## src/rtl/uart_lcd_writer_pkg.sv

```systemverilog
// Shared definitions for the UART-to-HD44780 writer: FSM states, LCD command bytes,
// control characters and compile-time timing helpers.
package uart_lcd_writer_pkg;

    typedef enum logic [2:0] {
        ST_PWR_WAIT,
        ST_INIT,
        ST_IDLE,
        ST_DECODE,
        ST_ADDR,
        ST_SETUP,
        ST_E_HIGH,
        ST_WAIT
    } state_t;

    localparam logic [7:0] LCD_FUNC_SET = 8'h38;
    localparam logic [7:0] LCD_DISP_ON  = 8'h0C;
    localparam logic [7:0] LCD_CLEAR    = 8'h01;
    localparam logic [7:0] LCD_ENTRY    = 8'h06;
    localparam logic [7:0] LCD_LINE0    = 8'h80;
    localparam logic [7:0] LCD_LINE1    = 8'hC0;

    localparam logic [7:0] CHR_CR = 8'h0D;
    localparam logic [7:0] CHR_LF = 8'h0A;
    localparam logic [7:0] CHR_FF = 8'h0C;

    localparam int SETUP_CYC = 2;
    localparam int INIT_LEN  = 4;

    // Rounds up so that every LCD timing is met, never shorter than one cycle.
    function automatic int to_cycles(longint freq_hz, longint amount, longint per_sec);
        longint c;
        c = (freq_hz * amount + per_sec - 1) / per_sec;
        return (c < 1) ? 1 : int'(c);
    endfunction

    function automatic logic [7:0] init_cmd(logic [1:0] idx);
        case (idx)
            2'd0:    return LCD_FUNC_SET;
            2'd1:    return LCD_DISP_ON;
            2'd2:    return LCD_CLEAR;
            default: return LCD_ENTRY;
        endcase
    endfunction

    function automatic logic [7:0] line_cmd(logic line);
        return line ? LCD_LINE1 : LCD_LINE0;
    endfunction

    function automatic logic is_printable(logic [7:0] b);
        return (b >= 8'h20) && (b <= 8'h7E);
    endfunction

endpackage

```

## src/rtl/uart_lcd_writer_fifo.sv

```systemverilog
// Synchronous byte FIFO with registered read; a pop presents the head byte on dout_o
// the following cycle. Pushes while full are ignored.
module lcd_byte_fifo #(
    parameter int DEPTH = 16
) (
    input  logic                     clk,
    input  logic                     rst,
    input  logic                     push_i,
    input  logic [7:0]               din_i,
    input  logic                     pop_i,
    output logic [7:0]               dout_o,
    output logic [$clog2(DEPTH):0]   level_o,
    output logic                     full_o,
    output logic                     empty_o
);
    localparam int AW = $clog2(DEPTH);
    localparam int LW = AW + 1;

    logic [7:0]    mem_q [DEPTH];
    logic [AW-1:0] wr_ptr_q;
    logic [AW-1:0] rd_ptr_q;
    logic [LW-1:0] level_q;
    logic [7:0]    dout_q;
    logic          do_push;
    logic          do_pop;

    assign full_o  = (level_q == LW'(DEPTH));
    assign empty_o = (level_q == '0);
    assign do_push = push_i && !full_o;
    assign do_pop  = pop_i && !empty_o;
    assign dout_o  = dout_q;
    assign level_o = level_q;

    always_ff @(posedge clk) begin
        if (do_push) begin
            mem_q[wr_ptr_q] <= din_i;
        end
    end

    // Pointers are power-of-two wide, so they wrap by natural overflow.
    always_ff @(posedge clk) begin
        if (rst) begin
            wr_ptr_q <= '0;
            rd_ptr_q <= '0;
            level_q  <= '0;
            dout_q   <= '0;
        end else begin
            if (do_push) begin
                wr_ptr_q <= wr_ptr_q + 1'b1;
            end
            if (do_pop) begin
                rd_ptr_q <= rd_ptr_q + 1'b1;
                dout_q   <= mem_q[rd_ptr_q];
            end
            case ({do_push, do_pop})
                2'b10:   level_q <= level_q + 1'b1;
                2'b01:   level_q <= level_q - 1'b1;
                default: level_q <= level_q;
            endcase
        end
    end

endmodule

```

## src/rtl/uart_lcd_writer.sv

```systemverilog
// Renders UART bytes on a 16x2 HD44780 over an 8-bit write-only bus: power-up init,
// buffered input, cursor tracking with line wrap, CR/LF/FF handling.
module uart_lcd_writer #(
    parameter int CLK_FREQ_HZ = 50_000_000,
    parameter int FIFO_DEPTH  = 16,
    parameter int LCD_COLS    = 16,
    parameter int PWRUP_US    = 20000,
    parameter int CMD_US      = 50,
    parameter int CLR_US      = 2000,
    parameter int E_NS        = 500
) (
    input  logic                          clk,
    input  logic                          rst,
    input  logic [7:0]                    in_data,
    input  logic                          in_valid,
    output logic                          lcd_rs,
    output logic                          lcd_rw,
    output logic                          lcd_e,
    output logic [7:0]                    lcd_data,
    output logic                          init_done,
    output logic                          overflow,
    output logic [$clog2(FIFO_DEPTH):0]   fifo_level
);
    import uart_lcd_writer_pkg::*;

    localparam int PWRUP_CYC = to_cycles(CLK_FREQ_HZ, PWRUP_US, 1_000_000);
    localparam int CMD_CYC   = to_cycles(CLK_FREQ_HZ, CMD_US, 1_000_000);
    localparam int CLR_CYC   = to_cycles(CLK_FREQ_HZ, CLR_US, 1_000_000);
    localparam int E_CYC     = to_cycles(CLK_FREQ_HZ, E_NS, 1_000_000_000);
    localparam int MAX_A     = (PWRUP_CYC > CLR_CYC) ? PWRUP_CYC : CLR_CYC;
    localparam int MAX_B     = (CMD_CYC > E_CYC) ? CMD_CYC : E_CYC;
    localparam int CNT_MAX   = (MAX_A > MAX_B) ? MAX_A : MAX_B;
    localparam int CNT_W     = $clog2(CNT_MAX + 1);
    localparam int COL_W     = $clog2(LCD_COLS + 1);

    localparam logic [CNT_W-1:0] PWR_LOAD   = CNT_W'(PWRUP_CYC - 1);
    localparam logic [CNT_W-1:0] CMD_LOAD   = CNT_W'(CMD_CYC - 1);
    localparam logic [CNT_W-1:0] CLR_LOAD   = CNT_W'(CLR_CYC - 1);
    localparam logic [CNT_W-1:0] E_LOAD     = CNT_W'(E_CYC - 1);
    localparam logic [CNT_W-1:0] SETUP_LOAD = CNT_W'(SETUP_CYC - 1);
    localparam logic [COL_W-1:0] COL_LAST   = COL_W'(LCD_COLS - 1);

    state_t           state_q;
    state_t           ret_q;
    logic [CNT_W-1:0] cnt_q;
    logic [2:0]       init_idx_q;
    logic [COL_W-1:0] col_q;
    logic             line_q;
    logic             rs_q;
    logic             e_q;
    logic [7:0]       data_q;
    logic             init_done_q;
    logic             overflow_q;

    logic             fifo_pop;
    logic [7:0]       fifo_dout;
    logic             fifo_full;
    logic             fifo_empty;

    lcd_byte_fifo #(
        .DEPTH(FIFO_DEPTH)
    ) u_fifo (
        .clk     (clk),
        .rst     (rst),
        .push_i  (in_valid),
        .din_i   (in_data),
        .pop_i   (fifo_pop),
        .dout_o  (fifo_dout),
        .level_o (fifo_level),
        .full_o  (fifo_full),
        .empty_o (fifo_empty)
    );

    assign fifo_pop  = (state_q == ST_IDLE) && !fifo_empty;
    assign lcd_rs    = rs_q;
    assign lcd_rw    = 1'b0;
    assign lcd_e     = e_q;
    assign lcd_data  = data_q;
    assign init_done = init_done_q;
    assign overflow  = overflow_q;

    // Every bus transfer runs SETUP -> E_HIGH -> WAIT and then resumes at ret_q.
    always_ff @(posedge clk) begin
        if (rst) begin
            state_q     <= ST_PWR_WAIT;
            ret_q       <= ST_IDLE;
            cnt_q       <= PWR_LOAD;
            init_idx_q  <= '0;
            col_q       <= '0;
            line_q      <= 1'b0;
            rs_q        <= 1'b0;
            e_q         <= 1'b0;
            data_q      <= '0;
            init_done_q <= 1'b0;
            overflow_q  <= 1'b0;
        end else begin
            if (in_valid && fifo_full) begin
                overflow_q <= 1'b1;
            end
            case (state_q)
                ST_PWR_WAIT: begin
                    if (cnt_q == '0) state_q <= ST_INIT;
                    else             cnt_q   <= cnt_q - 1'b1;
                end
                ST_INIT: begin
                    if (init_idx_q == 3'(INIT_LEN)) begin
                        init_done_q <= 1'b1;
                        state_q     <= ST_IDLE;
                    end else begin
                        rs_q       <= 1'b0;
                        data_q     <= init_cmd(init_idx_q[1:0]);
                        init_idx_q <= init_idx_q + 1'b1;
                        ret_q      <= ST_INIT;
                        cnt_q      <= SETUP_LOAD;
                        state_q    <= ST_SETUP;
                    end
                end
                ST_IDLE: begin
                    if (!fifo_empty) state_q <= ST_DECODE;
                end
                ST_DECODE: begin
                    ret_q   <= ST_IDLE;
                    cnt_q   <= SETUP_LOAD;
                    state_q <= ST_SETUP;
                    if (is_printable(fifo_dout)) begin
                        rs_q   <= 1'b1;
                        data_q <= fifo_dout;
                        if (col_q == COL_LAST) begin
                            col_q  <= '0;
                            line_q <= ~line_q;
                            ret_q  <= ST_ADDR;
                        end else begin
                            col_q <= col_q + 1'b1;
                        end
                    end else if (fifo_dout == CHR_CR) begin
                        rs_q   <= 1'b0;
                        data_q <= line_cmd(line_q);
                        col_q  <= '0;
                    end else if (fifo_dout == CHR_LF) begin
                        rs_q   <= 1'b0;
                        data_q <= line_cmd(~line_q);
                        line_q <= ~line_q;
                        col_q  <= '0;
                    end else if (fifo_dout == CHR_FF) begin
                        rs_q   <= 1'b0;
                        data_q <= LCD_CLEAR;
                        line_q <= 1'b0;
                        col_q  <= '0;
                    end else begin
                        state_q <= ST_IDLE;
                    end
                end
                ST_ADDR: begin
                    rs_q    <= 1'b0;
                    data_q  <= line_cmd(line_q);
                    ret_q   <= ST_IDLE;
                    cnt_q   <= SETUP_LOAD;
                    state_q <= ST_SETUP;
                end
                ST_SETUP: begin
                    if (cnt_q == '0) begin
                        e_q     <= 1'b1;
                        cnt_q   <= E_LOAD;
                        state_q <= ST_E_HIGH;
                    end else begin
                        cnt_q <= cnt_q - 1'b1;
                    end
                end
                ST_E_HIGH: begin
                    if (cnt_q == '0) begin
                        e_q     <= 1'b0;
                        cnt_q   <= (!rs_q && data_q == LCD_CLEAR) ? CLR_LOAD : CMD_LOAD;
                        state_q <= ST_WAIT;
                    end else begin
                        cnt_q <= cnt_q - 1'b1;
                    end
                end
                ST_WAIT: begin
                    if (cnt_q == '0) state_q <= ret_q;
                    else             cnt_q   <= cnt_q - 1'b1;
                end
                default: state_q <= ST_PWR_WAIT;
            endcase
        end
    end

endmodule
```

## config.mk

```make
export PLATFORM = sky130hd
export DESIGN_NAME = uart_lcd_writer
export DESIGN_NICKNAME = d
export VERILOG_FILES = /design/src/rtl/uart_lcd_writer_pkg.sv /design/src/rtl/uart_lcd_writer_fifo.sv /design/src/rtl/uart_lcd_writer.sv
export SDC_FILE = /design/constraint.sdc
export NUM_CORES = 1
export LEC_CHECK = 0
export ABC_AREA = 1
export BUFFER_PORTS_ARGS = -buffer_cell sky130_fd_sc_hd__buf_2
export CORE_MARGIN = 3
export CORE_UTILIZATION = 30
export DETAILED_ROUTE_END_ITERATION = 12
export PLACE_DENSITY_LB_ADDON = 0.2
export RECOVER_POWER = 50
export SLEW_MARGIN = 10
export SYNTH_ARGS = -nofsm -noshare
export SYNTH_HDL_FRONTEND = slang
export SYNTH_SLANG_ARGS = --single-unit
export TNS_END_PERCENT = 100
```

## constraint.sdc

```tcl
create_clock -name clk -period 2.9 [get_ports clk]
set_input_delay 0.29 -clock clk [delete_from_list [all_inputs] [get_ports clk]]
set_output_delay 0.29 -clock clk [all_outputs]
set_load 0.05 [all_outputs]
```

==> reports/results.ini, run 1 <==
[timing]
fin_crit_sh_pct=87.4
clock_skew_ns=0.0160
maxSlewViolCount=0
rsz0062_at_grt=no
finalSetupTns_ns=0
fin_crit_ns=2.53
whs_ns=0.113
setup_viol=0
max-slew-margin-rel_pct=10.5
tightest_slew_ns=1.34
max_freq_mhz=395
hold_violations=0

[floorplan]
die_w_um=180
initial_core_util_pct=30.5
ios=29
die_h_um=180
num_rows=63
core_mm2=0.0298
die-area_mm2=0.0324

[logic_synthesis]
yosysMostFrequentCell=nor2_1
synth.avg_cell_area_um2=9.33
ys_warn_count=0
seq_area_frac_synth_pct=57.2
yosysTopAreaCellShare_pct=42.3
synth.area.top_cells=edfxtp_1, dfxtp_1, nor2_1
synth_commonest_cells=nor2_1, nand2_1, edfxtp_1
yosysTopAreaCell=edfxtp_1
synth_ff_type=edfxtp_1
synth-edff-count=128
synth_nets=1004
synth.cell_area_mm2=0.00909
syn_inst=975
ys_ff_latch=196
ys_types=45
synthArstFlopShare_pct=0

[power]
vdd_drop_max_mv=0.446
internal-power_w=0.00465
switching_share_pct=29.4
leakage_nw=3.68
clkPwrFrac_pct=35.7
p_per_area_mw_per_mm2=651
power_frac_seq_pct=49.4
fin_total_pwr_w=0.00658
pwr-share-comb_pct=14.9
power.switching_w=0.00193

[finish]
n_antenna_cell=0
final_cells=1397
seqCellArea_mm2=0.00520
fin_nets=1023
final_area_mm2=0.0101
multi_input_area_mm2=0.00334
drive_above_1_share_pct=8.04
areaGrowthSynthToFinish_pct=11.1
fillers=3117

[worst_hold_path]
worstHoldStart=in_valid
whs_endpoint=overflow$_SDFFE_PP0P_
hold_path.class=input port to flip-flop
holdPathStages=3

[clock_tree]
post_cts_buffers=0
htree_num_levels=4
clockBufferDepth=2
cts_num_sinks=196
cts-root-buf=clkbuf_16
cts_buffers=17
cts_hold_buffers=0
cts.clk_slew.worst_paths_ns=0.07
ctsResizeCount=0
clock_latency_ns=0.45
cts_tree=done

[placement]
detailed_place_hpwl_um=15100
routabilityCongestion=0.789
dp.cells=1365
port_buffers=27
place_area_mm2=0.00961

[detailed_routing]
drc=0
routed_wl_um=22800
num_vias=6658
ant_nets=0
routedWlPerCell_um=16.3
dr.pass1.iters=5
via_per_inst=4.77
drt_iter0_markers=463

[setup_path]
worstRegToRegCells=7
r2r-start=u_fifo.rd_ptr_q[0]$_SDFFE_PP0P_
crit_arrival_ns=2.92
reg2reg_to=u_fifo.dout_o[2]$_SDFFE_PP0P_
cp_max_fo=66
end_kind=flip-flop
rrSetupSlack_ns=0.37
startpoint_type=flip-flop
path_class=flip-flop to flip-flop
required_ns=3.29

[global_route]
grt_pass1_wl_um=36100
grt_pass1_vias=6449
grt_max_degree=67
antenna_found_initial=0
grt_use_total_pct=14.0
globalRoute.totalOverflow=0

[flow_run]
max-cap-violations=0

[outcome]
status=complete, no violations

## flip-flops by register name (all words and copies together) (netlist names), 4 cells and up
register,flops
u_fifo.rd_ptr_q,4
u_fifo.level_o,5
u_fifo.dout_o,8
u_fifo.wr_ptr_q,4
cnt_q,20
col_q,5
u_fifo.mem_q,128
lcd_data,8
## per-layer routing
layer  global-route usage (%)  vias to the layer above  part of all wire [%]
li1                         -                     3368                     -
met1                     19.5                     3165                    49
met2                     22.5                      105                    46
met3                     2.46                       20                   3.3
met4                     4.14                        0                   1.4
met5                        0                        -                     0
## power groups by stage
stage / clock (W) / sequential [W] / combinational (W)
after floorplan: 0 / 0.00338 / 0.000680
after global placement: 0 / 0.00331 / 0.00101
after detailed placement: 0 / 0.00331 / 0.00101
after CTS: 0.00240 / 0.00325 / 0.00101
after global routing: 0.00251 / 0.00327 / 0.00111
final: 0.00235 / 0.00325 / 0.000981
## stage by stage
stage / worst slack (ns) / utilization (%)
final: 0.366 / 33.9
after global routing: 0.0104 / 33.9
after CTS: 0.339 / 34.2
after detailed placement: 0.358 / 32.3
after global placement: 0.392 / 32.3
after floorplan: 0.159 / -
## worst max-delay path, cell delays in order (launching register included)
cell and delay [ns]:
dfxtp_1 0.33, clkbuf_2 0.99, o21ai_0 0.26, o221ai_1 0.40, nand3_1 0.23, nand3_1 0.14, nand2_1 0.06, inv_1 0.04
## logic make-up after synthesis
group | count (synthesis) | share of synthesized area (%)
simple gates | 428 | 20.7
compound gates | 196 | 12.3
flops | 196 | 57.2
buf+inv | 119 | 5.50
fa+ha+maj | 18 | 2.56
xor+xnor | 17 | 1.64
other cells | 1 | 0.0412
## cell usage in the layout, fill, tap and decap left out, types with 3 or more instances in the layout
cell	n
dfxtp_1	68
nor2_2	8
o22ai_1	4
nor3_1	8
o211ai_1	22
edfxtp_1	128
inv_6	5
ha_1	17
buf_4	12
clkbuf_1	27
nor2_1	171
a21oi_1	57
inv_2	8
inv_1	69
xnor2_1	6
o21ai_0	89
nand2_2	5
xor2_1	11
nand3_2	3
nor2_4	5
nand3_1	56
clkbuf_16	17
nand2_1	158
o221ai_1	15
nand4_1	7
## worst max-delay path by stage
stage               slack [ns]                              to  depth (start not counted)                            start
floorplan                 0.16  u_fifo.level_o[4]$_SDFFE_PP0P_                         19   u_fifo.level_o[1]$_SDFFE_PP0P_
finish                    0.37   u_fifo.dout_o[2]$_SDFFE_PP0P_                          7  u_fifo.rd_ptr_q[0]$_SDFFE_PP0P_
detailed placement        0.36  u_fifo.level_o[4]$_SDFFE_PP0P_                         16          state_q[1]$_SDFFE_PP0P_
global route              0.01  u_fifo.level_o[4]$_SDFFE_PP0P_                         18   u_fifo.level_o[0]$_SDFFE_PP0P_
CTS                       0.34  u_fifo.level_o[4]$_SDFFE_PP0P_                         16          state_q[1]$_SDFFE_PP0P_
global placement          0.39  u_fifo.level_o[4]$_SDFFE_PP0P_                         18   u_fifo.level_o[0]$_SDFFE_PP0P_
## layout make-up
| class | instances | area share [%] |
|---|---|---|
| Sequential cell | 196 | 51.5 |
| Multi-Input combinational cell | 660 | 33.1 |
| Tap cell | 390 | 4.83 |
| Clock buffer | 19 | 4.28 |
| Inverter | 79 | 2.93 |
| Timing Repair Buffer | 40 | 1.97 |
| Clock inverter | 13 | 1.40 |
Note: power is estimated with default switching activity, not from simulation.
==> inputs of run 2 (changes only) <==
clock period = 2.62 ns   (was 2.9 ns; I/O delays follow)
==> run 2 against run 1 <==
Clock-buffer cell count is 1 lower. Fmax increased by 11%. Via count fell by 1.0%. Highest routed layer unchanged.
==> reports/results.ini, run 2 (synthesized netlist as in run 1, its figures left out) <==
[global_route]
grt_use_total_pct=14.3  ; +0.33 points
globalRoute.totalOverflow=0  ; unchanged
grtUsageMet3_pct=2.81  ; +0.34 points
antenna_found_initial=0  ; unchanged
grt_pass1_wl_um=36800  ; +1.8%
grt_pass1_vias=6517  ; +1.1%
top_usage_layer=met2
gr-usage-met2_pct=24.1  ; +1.6 points
grt_max_degree=67  ; unchanged
grt_util_met1_pct=19.2  ; -0.31 points

[setup_path]
startpoint_type=flip-flop
end_kind=flip-flop
cp_max_fo=4  ; -94%
required_ns=2.96  ; -0.33 ns
crit_arrival_ns=2.62  ; -0.30 ns
path_class=flip-flop to flip-flop

[floorplan]
core_mm2=0.0298  ; unchanged
num_rows=63  ; unchanged
initial_core_util_pct=30.5  ; unchanged
die_h_um=180  ; unchanged
die_w_um=180  ; unchanged
die-area_mm2=0.0324  ; unchanged
ios=29  ; unchanged

[finish]
top_regs=u_fifo.mem_q: 128 flops, cnt_q: 20 flops
largest_reg_flops=128  ; unchanged
n_antenna_cell=0  ; unchanged
fin_nets=1036  ; +1.3%
mostFrequentLayoutCell=nor2_1
final_cell_mix=nor2_1, nand2_1, edfxtp_1
drive_above_1_share_pct=10.4  ; +2.3 points
final_area_mm2=0.0103  ; +1.6%
areaGrowthSynthToFinish_pct=12.8
top_register=u_fifo.mem_q

[worst_hold_path]
hold_path.class=input port to flip-flop

[clock_tree]
post_cts_buffers=0  ; unchanged
cts_hold_buffers=0  ; unchanged
clockBufferDepth=2  ; unchanged
cts_num_sinks=196  ; unchanged
clock_latency_ns=0.45  ; about the same
cts.clk_slew.worst_paths_ns=0.07  ; about the same
cts_buffers=17  ; unchanged
ctsResizeCount=0  ; unchanged
cts_tree=done
cts-root-buf=clkbuf_16
htree_num_levels=4  ; unchanged

[timing]
setup_viol=0  ; unchanged
tightest_slew_ns=0.846  ; -0.496 ns
whs_ns=0.0858  ; -0.0270 ns
finalSetupTns_ns=0  ; unchanged
hold_violations=0  ; unchanged
maxSlewViolCount=0  ; unchanged
max_freq_mhz=439  ; +11%
setup_ws_ns=0.340  ; -0.0260 ns
rsz0062_at_grt=no
clock_skew_ns=0.0161  ; +0.000111 ns
fin_crit_sh_pct=87.0  ; -0.36 points
max-slew-margin-rel_pct=43.6  ; +33 points
fin_crit_ns=2.28  ; -0.254 ns

[detailed_routing]
dr.pass1.iters=5  ; unchanged
routedWlPerCell_um=16.1  ; -1.3%
via_per_inst=4.67  ; -1.9%
routed_wl_um=22700  ; -0.42%
ant_nets=0  ; unchanged
drc=0  ; unchanged
drt_iter0_markers=459  ; -0.86%
num_vias=6589  ; -1.0%

[placement]
routabilityCongestion=0.800  ; +1.5%
place_area_mm2=0.00973  ; +1.2%
port_buffers=27  ; unchanged
pre_cts_ws_ns=0.222  ; -0.136 ns
detailed_place_hpwl_um=15100  ; +0.45%

[outcome]
status=complete, no violations

[power]
leakage_nw=3.77  ; +2.5%
vdd_drop_max_mv=0.516  ; +16%
p_per_area_mw_per_mm2=723  ; +11%

[flow_run]
max-cap-violations=0  ; unchanged

==> run 2: final timing paths <==
check	startpoint	to	cells past startpoint	slack, ns
hold / removal	in_valid	overflow$_SDFFE_PP0P_	3	0.09
setup / recovery	u_fifo.level_o[1]$_SDFFE_PP0P_	u_fifo.level_o[3]$_SDFFE_PP0P_	14	0.34
setup reg to reg	u_fifo.level_o[1]$_SDFFE_PP0P_	u_fifo.level_o[3]$_SDFFE_PP0P_	14	0.34
hold reg to reg	col_q[4]$_SDFFE_PP0P_	col_q[4]$_SDFFE_PP0P_	2	0.45
==> run 2: critical path, stage by stage, from the launching register on <==
cell and delay [ns]:
dfxtp_2 0.34, inv_1 0.09, nand4_1 0.12, nor2_1 0.16
inv_1 0.07, nand2_2 0.07, inv_2 0.04, ha_2 0.20
ha_1 0.34, nand2_1 0.08, nor2_1 0.04, a211oi_1 0.31
xnor2_1 0.10, o21ai_0 0.16, inv_1 0.05
==> run 2: through the flow <==
step / instances / power, W / util (%)
floorplan: 975 / 0.00449 / -
global placement: 1378 / 0.00479 / 32.6
detailed placement: 1378 / 0.00481 / 32.6
CTS: 1410 / 0.00753 / 34.7
global route: 1410 / 0.00778 / 34.4
finish: 1410 / 0.00742 / 34.4
==> run 2: layout make-up <==
| type | instances | area (um2) |
|---|---|---|
| tap | 390 | 488 |
| sequential | 196 | 5210 |
| inverter | 79 | 297 |
| multi-input combinational | 660 | 3360 |
| clock buffer | 18 | 429 |
| timing repair buffer | 53 | 308 |
| clock inverter | 14 | 170 |
| fill | 3104 | 19500 |
==> run 2: power breakdown <==
part	switching (W)	internal [W]	total [W]	leakage (nW)
Combinational	0.000765	0.000353	0.00112	1.77
Sequential	0.000134	0.00345	0.00359	1.71
Clock	0.00134	0.00138	0.00272	0.293
Total	0.00224	0.00519	0.00742	3.77
==> run 2: routing by layer <==
metal / part of all wire (%) / vias to the layer above
li1: - / 3385
met1: 47 / 3100
met2: 49 / 92
met3: 3.3 / 12
met4: 0.76 / 0
met5: 0 / -
==> inputs of run 3 (changes only) <==
CORE_UTILIZATION = 55   (was 30)
PLACE_DENSITY = 0.72   (was not set)
PLACE_DENSITY_LB_ADDON = not set   (was 0.2)
==> run 3 against run 2 <==
Via count grew 4.6%. Sequential share of layout area grew 1.2 points. Sequential cell count is the same. Clock-buffer cell count is the same. Combinational power is essentially flat. Global-route usage grew 9.2 points. Sequential power is essentially flat. Worst hold slack lost 0.0047 ns. Cell area shrank 2.2%. Utilization grew 28 points. Critical path depth shrank 4. Critical endpoint is now cnt_q[12]$_SDFFE_PP0P_. Largest cell class unchanged. Largest power group unchanged.
==> reports/results.ini, run 3 (synthesized netlist as in run 1, its figures left out) <==
[floorplan]
initial_core_util_pct=56.6  ; +26 points
ios=29  ; unchanged
die_h_um=135  ; -25%
die_w_um=135  ; -25%
core_mm2=0.0161  ; -46%
die-area_mm2=0.0181  ; -44%
num_rows=46  ; -27%

[timing]
max_freq_mhz=417  ; -4.9%
clock_skew_ns=0.0108  ; -0.00525 ns
fin_crit_sh_pct=91.5  ; +4.5 points
fin_crit_ns=2.40  ; +0.117 ns
maxSlewViolCount=0  ; unchanged
max-slew-margin-rel_pct=39.7  ; -3.9 points
tightest_slew_ns=0.902  ; +0.0565 ns
hold_violations=0  ; unchanged
rsz0062_at_grt=no
whs_ns=0.0812  ; -0.00465 ns
setup_viol=0  ; unchanged
finalSetupTns_ns=0  ; unchanged

[power]
p_per_area_mw_per_mm2=721  ; -0.39%
internal-power_w=0.00510  ; -1.7%
power_frac_seq_pct=49.7  ; +1.4 points
fin_total_pwr_w=0.00723  ; -2.6%
vdd_drop_max_mv=0.491  ; -4.9%
clkPwrFrac_pct=34.9  ; -1.7 points
leakage_nw=3.78  ; +0.19%
power.switching_w=0.00213  ; -4.7%
pwr-share-comb_pct=15.4  ; +0.3 points
switching_share_pct=29.5  ; -0.65 points

[detailed_routing]
via_per_inst=5.56  ; +19%
drc=0  ; unchanged
drt_iter0_markers=787  ; +71%
dr.pass1.iters=5  ; unchanged
num_vias=6893  ; +4.6%
ant_nets=0  ; unchanged
routedWlPerCell_um=16.6  ; +3.4%
routed_wl_um=20600  ; -9.1%

[placement]
port_buffers=27  ; unchanged
routabilityCongestion=0.862  ; +7.7%
detailed_place_hpwl_um=13400  ; -12%

[setup_path]
crit_top_cell=nand2_1
slowest_stage=nand2_1
cpLargestDelayFamily=simple AND/OR/NAND/NOR gates
cp_slowest_stage_delay_ns=0.67  ; +0.33 ns
cp_max_fo=22  ; +18
startpoint_type=flip-flop
path_class=flip-flop to flip-flop
crit_buf_inv=2  ; -2
path_cells=inv_1 -> ha_1 -> nand2_1 -> nor2_1 -> nor2_2 -> nand2_1 -> inv_2 -> nand2_1 -> nand2_1 -> nor2_1
end_kind=flip-flop
required_ns=2.99  ; +0.03 ns
crit_arrival_ns=2.77  ; +0.15 ns

[global_route]
top_usage_layer=met2
grt_pass1_vias=6383  ; -2.1%
grt_use_total_pct=23.6  ; +9.2 points
grtUsageMet3_pct=4.69  ; +1.9 points
gr-usage-met2_pct=36.2  ; +12 points
grt_util_met1_pct=33.9  ; +15 points
antenna_found_initial=0  ; unchanged
globalRoute.totalOverflow=0  ; unchanged
grt_max_degree=67  ; unchanged
grt_pass1_wl_um=33300  ; -9.4%

[clock_tree]
cts-root-buf=clkbuf_16
htree_num_levels=4  ; unchanged
clock_latency_ns=0.44  ; about the same
clockBufferDepth=2  ; unchanged
cts_buffers=17  ; unchanged
cts_num_sinks=196  ; unchanged
cts_tree=done
cts.clk_slew.worst_paths_ns=0.07  ; about the same
post_cts_buffers=0  ; unchanged

[finish]
areaGrowthSynthToFinish_pct=10.3
top_regs=u_fifo.mem_q: 128 flops, cnt_q: 20 flops
top_register=u_fifo.mem_q
drive_above_1_share_pct=10.4  ; -0.030 points
fin_nets=1039  ; +0.29%
mostFrequentLayoutCell=nor2_1
largest_reg_flops=128  ; unchanged
n_antenna_cell=0  ; unchanged
final_cell_mix=nor2_1, nand2_1, edfxtp_1

[outcome]
status=complete, no violations

[worst_hold_path]
hold_path.class=input port to flip-flop

[flow_run]
max-cap-violations=0  ; unchanged

run 3: cell types whose count changed in the layout (fill, tap and decap cells not counted), sizes merged:
| cell | previous run | this run |
|---|---|---|
| buf | 27 | 28 |
| bufinv | 1 | 0 |
| clkbuf | 44 | 46 |
| clkinv | 4 | 10 |
| clkinvlp | 1 | 0 |
| inv | 87 | 83 |
run 3: worst paths after layout:
path | start | endpoint | slack (ns) | cells past startpoint
max reg2reg | init_idx_q[1]$_SDFFE_PP0P_ | cnt_q[12]$_SDFFE_PP0P_ | 0.22 | 10
min reg2reg | ret_q[2]$_SDFFE_PP0P_ | ret_q[2]$_SDFFE_PP0P_ | 0.47 | 2
max | init_idx_q[1]$_SDFFE_PP0P_ | cnt_q[12]$_SDFFE_PP0P_ | 0.22 | 10
min | in_valid | overflow$_SDFFE_PP0P_ | 0.08 | 3
run 3: metrics by stage:
step / util (%) / instance area [um2] / instances / setup slack (ns)
global placement: 59.4 / 9530 / 1207 / 0.328
global route: 62.5 / 10000 / 1239 / 0.00823
floorplan: - / 9100 / 975 / 0.0777
detailed placement: 59.4 / 9530 / 1207 / 0.243
CTS: 63.0 / 10100 / 1239 / 0.231
finish: 62.5 / 10000 / 1239 / 0.223
run 3: worst reg2reg max path, stage by stage (launching register included):
cell     delay [ns]
dfxtp_1        0.33
inv_1          0.12
ha_1           0.21
nand2_1        0.07
nor2_1         0.30
nor2_2         0.06
nand2_1        0.67
inv_2          0.22
nand2_1        0.14
nand2_1        0.08
nor2_1         0.13
run 3: final cells by class:
type / instances / area [um2]
Sequential cell: 196 / 5210
Tap cell: 216 / 270
Multi-Input combinational cell: 660 / 3350
Timing Repair Buffer: 56 / 323
Clock inverter: 14 / 140
Clock buffer: 18 / 439
Inverter: 79 / 297
Fill cell: 1356 / 6020
run 3: what timing repair did:
item,in CTS,in global routing
gates resized for setup,0,3
hold buffers,0,0
setup endpoints to repair,0,1
run 3: power groups by stage:
stage                     clock (W)  combinational (W)  sequential, W
after floorplan                   0           0.000752        0.00374
after global placement            0            0.00110        0.00365
after detailed placement          0            0.00112        0.00365
after CTS                   0.00256            0.00113        0.00358
after global routing        0.00270            0.00125        0.00361
final                       0.00252            0.00111        0.00359
run 3: metal layers:
layer	vias up	part of all wire [%]
met5	-	0
met4	0	2.0
li1	3391	-
met2	227	47
met3	40	6.8
met1	3235	44
